--- src/rtl/hfrv_trace_buffer.sv ---
// Retirement-trace capture buffer for HF-RISC: filtered/triggered capture, valid/ready drain.
// Optional macro TRACE_TIMESTAMP_EN adds a per-entry cycle timestamp (out_ts).
module hfrv_trace_buffer #(
  parameter int XLEN       = 32,
  parameter int DEPTH      = 16,
  parameter int STOP_AFTER = 0,
  parameter int TS_W       = 32
) (
  input  logic                     clk,
  input  logic                     reset,
  input  logic                     cfg_mode,
  input  logic [31:0]              cfg_opc_en,
  input  logic                     cfg_trig_en,
  input  logic [XLEN-1:0]          cfg_trig_pc,
  input  logic                     arm,
  input  logic                     ret_valid,
  input  logic [XLEN-1:0]          ret_pc,
  input  logic [31:0]              ret_instr,
  input  logic                     ret_we,
  input  logic [4:0]               ret_rd,
  input  logic [XLEN-1:0]          ret_wdata,
  output logic                     out_valid,
  input  logic                     out_ready,
  output logic [XLEN-1:0]          out_pc,
  output logic [31:0]              out_instr,
  output logic                     out_we,
  output logic [4:0]               out_rd,
  output logic [XLEN-1:0]          out_wdata,
  output logic [$clog2(DEPTH):0]   level,
  output logic [15:0]              dropped,
`ifdef TRACE_TIMESTAMP_EN
  output logic [TS_W-1:0]          out_ts,
`endif
  output logic [1:0]               state
);

  localparam int AW = $clog2(DEPTH);
  localparam int LW = AW + 1;
  localparam logic [LW-1:0] FULL_LVL  = LW'(DEPTH);
  localparam logic [31:0]   STOP_LAST = (STOP_AFTER > 0) ? 32'(STOP_AFTER - 1) : 32'd0;

  if (DEPTH < 2 || (DEPTH & (DEPTH - 1)) != 0 || TS_W < 1) begin : g_param_err
    $error("hfrv_trace_buffer: DEPTH must be a power of 2 >= 2 and TS_W >= 1");
  end

  typedef enum logic [1:0] {IDLE = 2'd0, ARMED = 2'd1, CAPTURE = 2'd2, DONE = 2'd3} state_e;

  state_e          state_q, state_d;
  logic [AW-1:0]   wr_ptr_q, wr_ptr_d, rd_ptr_q, rd_ptr_d;
  logic [LW-1:0]   level_q, level_d;
  logic [15:0]     dropped_q, dropped_d;
  logic [31:0]     cnt_q, cnt_d;

  logic [XLEN-1:0] pc_mem    [DEPTH];
  logic [31:0]     instr_mem [DEPTH];
  logic            we_mem    [DEPTH];
  logic [4:0]      rd_mem    [DEPTH];
  logic [XLEN-1:0] wdata_mem [DEPTH];

  logic qual, trig_hit, push, full, pop, wr_en, rd_adv, drop_inc, we_st;

  assign qual     = ret_valid && cfg_opc_en[ret_instr[6:2]];
  assign trig_hit = ret_valid && (ret_pc == cfg_trig_pc);
  // The trigger instruction itself opens the capture window.
  assign push     = !arm && qual &&
                    ((state_q == CAPTURE) || (state_q == ARMED && trig_hit));
  assign full     = (level_q == FULL_LVL);
  assign pop      = out_valid && out_ready && !arm;
  assign wr_en    = push && (!full || pop || cfg_mode);
  assign rd_adv   = pop || (wr_en && full);
  assign drop_inc = push && full && !pop;
  assign we_st    = ret_we && (ret_rd != 5'd0);

  always_comb begin
    state_d   = state_q;
    wr_ptr_d  = wr_ptr_q;
    rd_ptr_d  = rd_ptr_q;
    level_d   = level_q;
    dropped_d = dropped_q;
    cnt_d     = cnt_q;
    if (arm) begin
      state_d   = cfg_trig_en ? ARMED : CAPTURE;
      wr_ptr_d  = '0;
      rd_ptr_d  = '0;
      level_d   = '0;
      dropped_d = '0;
      cnt_d     = '0;
    end else begin
      wr_ptr_d = wr_ptr_q + AW'(wr_en);
      rd_ptr_d = rd_ptr_q + AW'(rd_adv);
      level_d  = level_q + LW'(wr_en) - LW'(rd_adv);
      if (drop_inc && dropped_q != 16'hFFFF) dropped_d = dropped_q + 16'd1;
      if (wr_en) cnt_d = cnt_q + 32'd1;
      if (state_q == ARMED && trig_hit) state_d = CAPTURE;
      if (STOP_AFTER > 0 && wr_en && cnt_q == STOP_LAST) state_d = DONE;
    end
  end

  always_ff @(posedge clk) begin
    if (reset) begin
      state_q   <= IDLE;
      wr_ptr_q  <= '0;
      rd_ptr_q  <= '0;
      level_q   <= '0;
      dropped_q <= '0;
      cnt_q     <= '0;
    end else begin
      state_q   <= state_d;
      wr_ptr_q  <= wr_ptr_d;
      rd_ptr_q  <= rd_ptr_d;
      level_q   <= level_d;
      dropped_q <= dropped_d;
      cnt_q     <= cnt_d;
    end
  end

  always_ff @(posedge clk) begin
    if (wr_en) begin
      pc_mem[wr_ptr_q]    <= ret_pc;
      instr_mem[wr_ptr_q] <= ret_instr;
      we_mem[wr_ptr_q]    <= we_st;
      rd_mem[wr_ptr_q]    <= ret_rd;
      wdata_mem[wr_ptr_q] <= we_st ? ret_wdata : '0;
    end
  end

  // Gate data with out_valid so an empty buffer always presents zeros.
  assign out_valid = (level_q != '0);
  assign out_pc    = out_valid ? pc_mem[rd_ptr_q]    : '0;
  assign out_instr = out_valid ? instr_mem[rd_ptr_q] : '0;
  assign out_we    = out_valid ? we_mem[rd_ptr_q]    : 1'b0;
  assign out_rd    = out_valid ? rd_mem[rd_ptr_q]    : '0;
  assign out_wdata = out_valid ? wdata_mem[rd_ptr_q] : '0;
  assign level     = level_q;
  assign dropped   = dropped_q;
  assign state     = state_q;

`ifdef TRACE_TIMESTAMP_EN
  logic [TS_W-1:0] ts_q;
  logic [TS_W-1:0] ts_mem [DEPTH];

  always_ff @(posedge clk) begin
    if (reset) ts_q <= '0;
    else       ts_q <= ts_q + TS_W'(1);
  end

  always_ff @(posedge clk) begin
    if (wr_en) ts_mem[wr_ptr_q] <= ts_q;
  end

  assign out_ts = out_valid ? ts_mem[rd_ptr_q] : '0;
`endif

endmodule

--- config.mk ---
export PLATFORM = sky130hd
export DESIGN_NAME = hfrv_trace_buffer
export DESIGN_NICKNAME = d
export VERILOG_FILES = /design/src/rtl/hfrv_trace_buffer.sv
export SDC_FILE = /design/constraint.sdc
export NUM_CORES = 1
export LEC_CHECK = 0
export BUFFER_PORTS_ARGS = -buffer_cell sky130_fd_sc_hd__buf_2
export CELL_PAD_IN_SITES_DETAIL_PLACEMENT = 2
export CELL_PAD_IN_SITES_GLOBAL_PLACEMENT = 2
export CORE_UTILIZATION = 45
export DETAILED_ROUTE_END_ITERATION = 8
export GPL_TIMING_DRIVEN = 0
export PLACE_DENSITY_LB_ADDON = 0.1
export SYNTH_ARGS = -nofsm -noshare
export SYNTH_HDL_FRONTEND = slang
export SYNTH_SLANG_ARGS = --single-unit
--- constraint.sdc ---
create_clock -name clk -period 17.45 [get_ports clk]
set_clock_uncertainty 0.15 [all_clocks]
set_input_delay 2.6175 -clock clk [delete_from_list [all_inputs] [get_ports clk]]
set_output_delay 2.6175 -clock clk [all_outputs]
set_load 0.03 [all_outputs]
* After elaboration in Yosys (flattened, before gate mapping)
Memory sizes are Yosys's and may differ from the RTL's. A register that Yosys moved wholly into a read port is not among the register bits.
Cells that the tools add are included.
** Operators by class
- Add/subtract/negate cells :: 5
- $lt $le $gt $ge :: 1
- Equality and inequality tests :: 5
- Muxes and demuxes :: 18
- Reduce and logical (&&, ||, !) cells :: 24
** Operator list (number)
- 32-bit 2-to-1 mux :: 4
- 32-bit == test :: 1
- 4-bit 2-to-1 mux :: 5
- 16-bit by 1-bit adder with 16-bit output (second input constant) :: 1
- 16-bit inequality test (second input constant) :: 1
- 1-bit logical AND :: 13
- 5-bit nonzero test :: 2
- 4-bit by 1-bit adder with 4-bit output :: 2
- 5-bit by 6-bit < comparator with 1-bit output (second input constant) :: 1
- 2-bit 2-to-1 mux :: 3
- 5-bit by 1-bit adder with 5-bit output :: 1
- 1-bit binary-select mux with 5-bit select :: 1
- 5-bit == test (second input constant) :: 1
- 5-bit 2-to-1 mux :: 1
- 5-bit by 1-bit subtractor with 5-bit output :: 1
- 1-bit logical OR :: 4
- 1-bit 2-to-1 mux :: 4
- 1-bit zero test :: 3
- 2-bit by 1-bit == test with 1-bit output (second input constant) :: 1
- 2-bit == test (second input constant) :: 1
- 2-bit nonzero test :: 1
- 2-bit OR reduction :: 1
** Storage, ports and cells
- Register bits :: 31
- RAM bits :: 1632
- Input port bits :: 173
- Output and inout port bits :: 126
- Word-level logic and storage cells :: 63
- Memories kept :: 5
** Memory list
- instr_mem :: depth 16, bits a word 32, read ports 1, clocked after Yosys merged registers in 1, write ports 1, RTL line 55 : logic [31:0] instr_mem [DEPTH];
- pc_mem :: depth 16, bits a word 32, read ports 1, clocked after Yosys merged registers in 1, write ports 1, RTL line 54 : logic [XLEN-1:0] pc_mem [DEPTH];
- wdata_mem :: depth 16, bits a word 32, read ports 1, clocked after Yosys merged registers in 1, write ports 1, RTL line 58 : logic [XLEN-1:0] wdata_mem [DEPTH];
- rd_mem :: depth 16, bits a word 5, read ports 1, clocked after Yosys merged registers in 1, write ports 1, RTL line 57 : logic [4:0] rd_mem [DEPTH];
- we_mem :: depth 16, bits a word 1, read ports 1, clocked after Yosys merged registers in 1, write ports 1, RTL line 56 : logic we_mem [DEPTH];

* Logic depth before layout (Yosys ltp)
Gate-level depths: netlist (run 1).
- Depth after elaboration :: 10
- Gate-level depth with buffers :: 21
- Gate-level depth less buffers :: 18

* Worst setup path before layout (run 1)
OpenSTA, ideal clock, no wires.
- Path kind :: input port to flip-flop
- From :: in cfg_trig_pc[20]
- To :: mem instr_mem[0][0] (enable)
- Setup time :: 0.812 ns
- Arrival time :: 13.445 ns
- Data required time :: 16.488 ns
- Slack :: 3.043 ns
- Stages :: 8
- Path buffers :: 0
- Path through :: xor2_1 nor4_1 nand3_1 nor4_4 a21oi_2 nor2_1 o21ai_2 nor4_1
** Between the ends
- Cells in the longest elaborated chain, start to end :: 8
** RTL lines
- start, declared :: RTL line 14 : input logic [XLEN-1:0] cfg_trig_pc,
- 32-bit == test :: RTL line 63 : assign trig_hit = ret_valid && (ret_pc == cfg_trig_pc);
- 1-bit logical AND :: RTL line 63
- 1-bit logical AND :: RTL line 66 : ((state_q == CAPTURE) || (state_q == ARMED && trig_hit));
- 1-bit logical OR :: RTL line 66
- 1-bit logical AND :: RTL line 65 : assign push = !arm && qual &&
- 1-bit logical AND :: RTL line 69 : assign wr_en = push && (!full || pop || cfg_mode);
- 1-bit 2-to-1 mux :: RTL line 118 : if (wr_en) begin
- 1-bit 2-to-1 mux (not written as such) :: RTL line 120 : instr_mem[wr_ptr_q] <= ret_instr;
- end, declared :: RTL line 55
No other way between the ends.

==> metrics.txt, run 1 <==
run status finished, violations left; failing checks max-capacitance violations, max-slew violations; grt total ovfl 0; dpl cell area 71300 um^2; register bit total from synthesis 1663; Setup Total Neg Slack 0 ns; die height 380 um; type of the setup path with the least slack flop to primary output; final estimated routing congestion in global placement 0.759; number of nets with antenna violations after routing 0; sort of element at the end of the critical path primary output; maximum clock rate 117 MHz; average cell area after synthesis 23.9 um^2; clock network latency to the later pin of the worst-skew pair 0.81 ns; flip-flop cell with the highest count after synthesis edfxtp_1; routed len/inst 37.9 um; 1st-pass router iterations 7; final critical path time including I/O delays and setup 8.55 ns; remaining routing DRC violations 0; required time at the endpoint of the critical path 14.68 ns; instance count of the mapped netlist 2693; met3 global-route usage 0.0455; Initial DRC Count 3582; synthesized net count 2878; most used standard cells in the synthesized netlist edfxtp_1, mux4_2, nor2b_1; hold buffer count at cts 0; post-synthesis instance area 64300 um^2; most frequently used cell type in the post-synthesis netlist edfxtp_1; I/O pin count 299; warnings from Yosys 0; Vias/cell 6.08; peak ir drop on the vdd network 0.000107 V; critical path launch point type flop; total wire length 209000 um; Std-Cell Core Area 142000 um^2; final count of hold timing violations 0; cell types occupying the most area after synthesis edfxtp_1, mux4_2, nor2b_1, dfxtp_1, clkbuf_1; Fillers 11800; Static Leak 24.3 nW; largest net degree at the start of global routing 26; ratio of cells with drive above 1 in the final layout 0.390; number of buffers created by CTS 177; net total in the final layout 3649; initial antenna violation count 17; reg-to-reg setup timing slack 12.21 ns; highest-utilization routing layer at the global route stage met2; Die X 380 um; number of pins with negative max-slew slack in the final report 23; Die ar. 144000 um^2; data arrival time of the critical path 5.78 ns; post-cts resize count 0; sequential-to-total area share from yosys stat 0.772; met2 Usage GRT 0.495; fraction of synthesized cell area taken by the top area cell type 0.762; Netlist cell types 56; Post-CTS Setup Bufs 0; CP Max Fanout 10; synth-to-layout area growth 19.5%; Rel. slew slack -0.0164; number of sinks on the clock net 1663; worst hold path type flop to flop; initial core utilization 0.454; number of global-route vias before repair 36500; CTS root buffer clkbuf_16; number of max-cap violations 2; utilization after layout 0.542; EDFF count, synth 1632; slowest library cell on the worst path clkbuf_1; crit-path max cell delay 1.07 ns; most frequent cell on the critical path clkbuf_1; Post-Layout Inst Area 76800 um^2; met1 Use GR 0.393; leading area contributor after synthesis edfxtp_1; Final HPWL DP 143000 um; maximum count of clock buffers along a single path 3; combined global-route utilization of all metal layers 0.291; fraction of the cycle the final worst path needs 0.490; site row count 138; first-pass GRT wire length 291000 um; list of cells traversed by the critical path clkbuf_1 > clkbuf_1 > clkbuf_1 > mux4_2 > mux4_2 > nor2b_1 > buf_2; post-CTS clock slew at the launch and capture registers of the worst setup and hold paths 0.06 ns; overall power after layout 8.47 mW; proportion of register bits with asynchronous set or reset after synthesis 0; power density relative to cell area 110 nW/um^2; Port-buffer cells 297; detailed-route via count 33400; H-tree depth 4; unrepaired setup endpoints after global routing false; final setup vio count 0; Tightest Pin Transition 1.52 ns; CTS tree yes
-- per-stage QoR --
stage	setup slack [ns]	hold slack [ns]	cells
floorplan	3.04	0.378	2693
global placement	-14.32	0.342	4880
detailed placement	9.56	0.368	5175
CTS	8.99	0.378	5493
global route	8.98	0.420	5495
finish	8.90	0.371	5501
-- metal layers --
metal | part of all wire | wire length [um]
met5 | 0.00028 | 58
met4 | 0.023 | 4880
met3 | 0.061 | 12800
met2 | 0.51 | 107000
met1 | 0.40 | 84400
-- state kept, by name, indices dropped and copies added, names as in the netlist --
name and flops:
instr_mem 512, pc_mem 512, wdata_mem 512, rd_mem 80
dropped 16, we_mem 16, level 5, rd_ptr_q 4
wr_ptr_q 4, state 2
-- worst max-delay path: cells and delay by family (launching register included) --
kind | cells | cell delay, ns
simple gates | 1 | 0.25
flops | 1 | 0.45
mux | 2 | 0.90
buf+inv | 4 | 3.33
-- final cells by class --
| cell class | instances | area [um^2] | area share |
|---|---|---|---|
| timing repair buffer | 592 | 4560 | 0.0593 |
| sequential | 1663 | 49600 | 0.646 |
| buffer | 139 | 603 | 0.00785 |
| multi-input combinational | 880 | 14100 | 0.184 |
| clock inverter | 78 | 583 | 0.00759 |
| clock buffer | 240 | 4920 | 0.0640 |
| antenna | 8 | 20.0 | 0.000261 |
| tap | 1890 | 2360 | 0.0308 |
| inverter | 11 | 41.3 | 0.000537 |
-- layout by cell type (no fill, tap or decap), types with 4 or more instances in the layout --
cell / n
edfxtp_1: 1632
mux4_2: 510
buf_2: 327
buf_6: 187
clkbuf_16: 187
clkbuf_1: 127
nor2b_1: 108
buf_4: 90
and2_1: 41
clkinv_1: 34
dfxtp_1: 31
xor2_1: 30
nor2_1: 26
buf_1: 25
clkinv_2: 24
buf_8: 22
nand2_1: 18
mux2i_1: 17
nor3_2: 12
inv_1: 11
xnor2_1: 11
ha_1: 11
a21oi_1: 10
diode_2: 8
clkinvlp_4: 8
bufinv_16: 8
nand3_1: 7
nor4_1: 6
nand2b_1: 5
a22oi_1: 5
nor4_2: 4
clkbuf_8: 4
-- final timing paths --
| check | from | end | depth (start not counted) |
|---|---|---|---|
| min reg2reg | dropped[10]$_SDFFE_PP0P_ | dropped[10]$_SDFFE_PP0P_ | 2 |
| max | rd_ptr_q[1]$_SDFF_PP0_ | out_wdata[31] | 7 |
| max reg2reg | level[3]$_SDFF_PP0_ | level[4]$_SDFF_PP0_ | 16 |
| min | dropped[10]$_SDFFE_PP0P_ | dropped[10]$_SDFFE_PP0P_ | 2 |
-- cells by family (layout without fill, tap and decap cells) --
group                      after synthesis  count (layout)  share of synthesized area
AOI/OAI and AO/OA                       42              42                    0.00467
xor gates and xnor gates                41              41                    0.00558
adders and majority gates               12              12                    0.00245
buffers and inverters                  150            1060                     0.0100
DFF                                   1663            1663                      0.772
muxes                                  528             528                      0.181
other                                    0               8                          0
and+or+nand+nor                        257             257                     0.0242
-- power breakdown --
part	switching, mW	internal [mW]
logic	0.310	0.116
registers	0.00298	4.39
clock network	1.57	2.08
total	1.89	6.59
No activity file was read; power rests on OpenSTA's default activity.
==> run 2, diff against run 1 <==
clock period = 7.5 ns   (was 17.45 ns; I/O delays follow)
==> metrics.txt, run 2 (same netlist as run 1, synthesis figures left out) <==
area used by multi-input combinational logic 14200 um^2 (+0.25%); I/O pin count 299 (unchanged); synth-to-layout area growth 18.9%; data arrival time of the critical path 5.61 ns (-0.17 ns); Std-Cell Core Area 142000 um^2 (unchanged); required time at the endpoint of the critical path 6.22 ns (-8.46 ns); unrepaired setup endpoints after global routing false; number of nets with antenna violations after routing 0 (unchanged); grt total ovfl 0 (unchanged); Static Leak 24.0 nW (-0.91%); post-CTS clock slew at the launch and capture registers of the worst setup and hold paths 0.06 ns (about the same); hold buffer count at cts 0 (unchanged); number of buffers created by CTS 173 (-2.3%); ratio of cells with drive above 1 in the final layout 0.380 (-0.0101); final critical path time including I/O delays and setup 6.88 ns; final setup vio count 0 (unchanged); maximum clock rate 145 MHz; Tightest Pin Transition 1.52 ns (-0.00809 ns); initial core utilization 0.454 (unchanged); Fillers 11800 (+0.19%); Register Area 49600 um^2 (unchanged); post-cts resize count 0 (unchanged); clock network latency to the later pin of the worst-skew pair 0.81 ns (about the same); net total in the final layout 3593 (-1.5%); sort of element at the end of the critical path primary output; Die ar. 144000 um^2 (unchanged); Rel. slew slack -0.0111 (+0.00539); detailed-route via count 33400 (-0.096%); final estimated routing congestion in global placement 0.775 (+2.1%); first-pass GRT wire length 292000 um (+0.34%); type of the setup path with the least slack flop to primary output; peak ir drop on the vdd network 0.000264 V (+150%); utilization after layout 0.539 (-0.00259); site row count 138 (unchanged); Final HPWL DP 139000 um (-2.8%); 1st-pass router iterations 7 (unchanged); CTS root buffer clkbuf_16; maximum count of clock buffers along a single path 3 (unchanged); worst hold path type flop to flop; Vias/cell 6.13 (+0.93%); critical path launch point type flop; most common library cell in the layout ignoring fill and taps edfxtp_1; number of max-cap violations 1 (-1); reg-to-reg setup timing slack 2.60 ns (-9.61 ns); routed len/inst 38.4 um (+1.1%); largest registers ranked by flip-flop count instr_mem (512), pc_mem (512), wdata_mem (512); die height 380 um (unchanged); combined global-route utilization of all metal layers 0.292 (+0.00151); fraction of the cycle the final worst path needs 0.918; most frequent cell on the critical path clkbuf_1; Die X 380 um (unchanged); final count of hold timing violations 0 (unchanged); Initial DRC Count 3717 (+3.8%); initial antenna violation count 21 (+4); Port-buffer cells 297 (unchanged); power density relative to cell area 256 nW/um^2 (+130%); number of global-route vias before repair 36100 (-0.99%); CTS tree yes; largest net degree at the start of global routing 26 (unchanged); run status finished, violations left; Worst Path Buf+Inv 4 (unchanged); post-place setup slack 0.770 ns (-8.79 ns); total wire length 209000 um (+0.11%); H-tree depth 4 (unchanged); Worst Setup Slack, final 0.616 ns (-8.29 ns); CP Max Fanout 10 (unchanged); remaining routing DRC violations 0 (unchanged); kind of cell with the highest combined delay on the critical path buffers and inverters; Post-CTS Setup Bufs 0 (unchanged); list of cells traversed by the critical path clkbuf_1 > clkbuf_1 > clkbuf_1 > mux4_2 > mux4_2 > nor2b_1 > buf_2; number of pins with negative max-slew slack in the final report 11 (-52%); number of sinks on the clock net 1663 (unchanged); most frequent cells in the layout edfxtp_1, mux4_2, buf_2, buf_6, clkbuf_16; crit-path max cell delay 1.14 ns (+0.07 ns); failing checks max-capacitance violations, max-slew violations; slowest library cell on the worst path clkbuf_1
## run 2: worst min-delay path, delay by kind of cell, from the launching register on
family	cells	cell delay (ns)
DFF	1	0.34
muxes	1	0.06
and+or+nand+nor	1	0.07
## run 2: per-layer routing
layer  GRT usage  wire length (um)  vias to the layer above
li1            -                 -                    13000
met2       0.502            108000                     1531
met5           0               126                        -
met3      0.0486             14000                      261
met4      0.0684              4500                       18
met1       0.392             82800                    18600
## run 2: area by class of cell
type	count	area share
Buffer	139	0.00790
Sequential cell	1663	0.649
Multi-Input combinational cell	880	0.185
Inverter	11	0.000540
Tap cell	1890	0.0309
Timing Repair Buffer	540	0.0566
Antenna cell	6	0.000196
Clock buffer	225	0.0611
Clock inverter	91	0.00859
## run 2: metrics by stage
| step | cell area [um^2] | TNS (ns) | instances | hold WS, ns | power [mW] |
|---|---|---|---|---|---|
| after floorplan | 64300 | -3771.33 | 2693 | 0.378 | 10.9 |
| after global placement | 68200 | - | 4880 | 0.345 | 11.3 |
| after detailed placement | 71100 | 0 | 5123 | 0.358 | 11.4 |
| after CTS | 76500 | 0 | 5439 | 0.329 | 19.7 |
| after global routing | 76500 | 0 | 5440 | 0.356 | 20.0 |
| final | 76500 | 0 | 5445 | 0.363 | 19.6 |
## run 2: power by group
group          switching, mW  internal, mW
registers            0.00684          10.2
logic                  0.722         0.273
clock network           3.69          4.69
## run 2: path summary, 6_finish.rpt
| path | start | end | cells past startpoint |
|---|---|---|---|
| worst max-delay path | rd_ptr_q[1]$_SDFF_PP0_ | out_pc[2] | 7 |
| worst min-delay path | dropped[10]$_SDFFE_PP0P_ | dropped[10]$_SDFFE_PP0P_ | 2 |
| worst max register to register | level[2]$_SDFF_PP0_ | level[4]$_SDFF_PP0_ | 16 |
| worst min register to register | dropped[10]$_SDFFE_PP0P_ | dropped[10]$_SDFFE_PP0P_ | 2 |
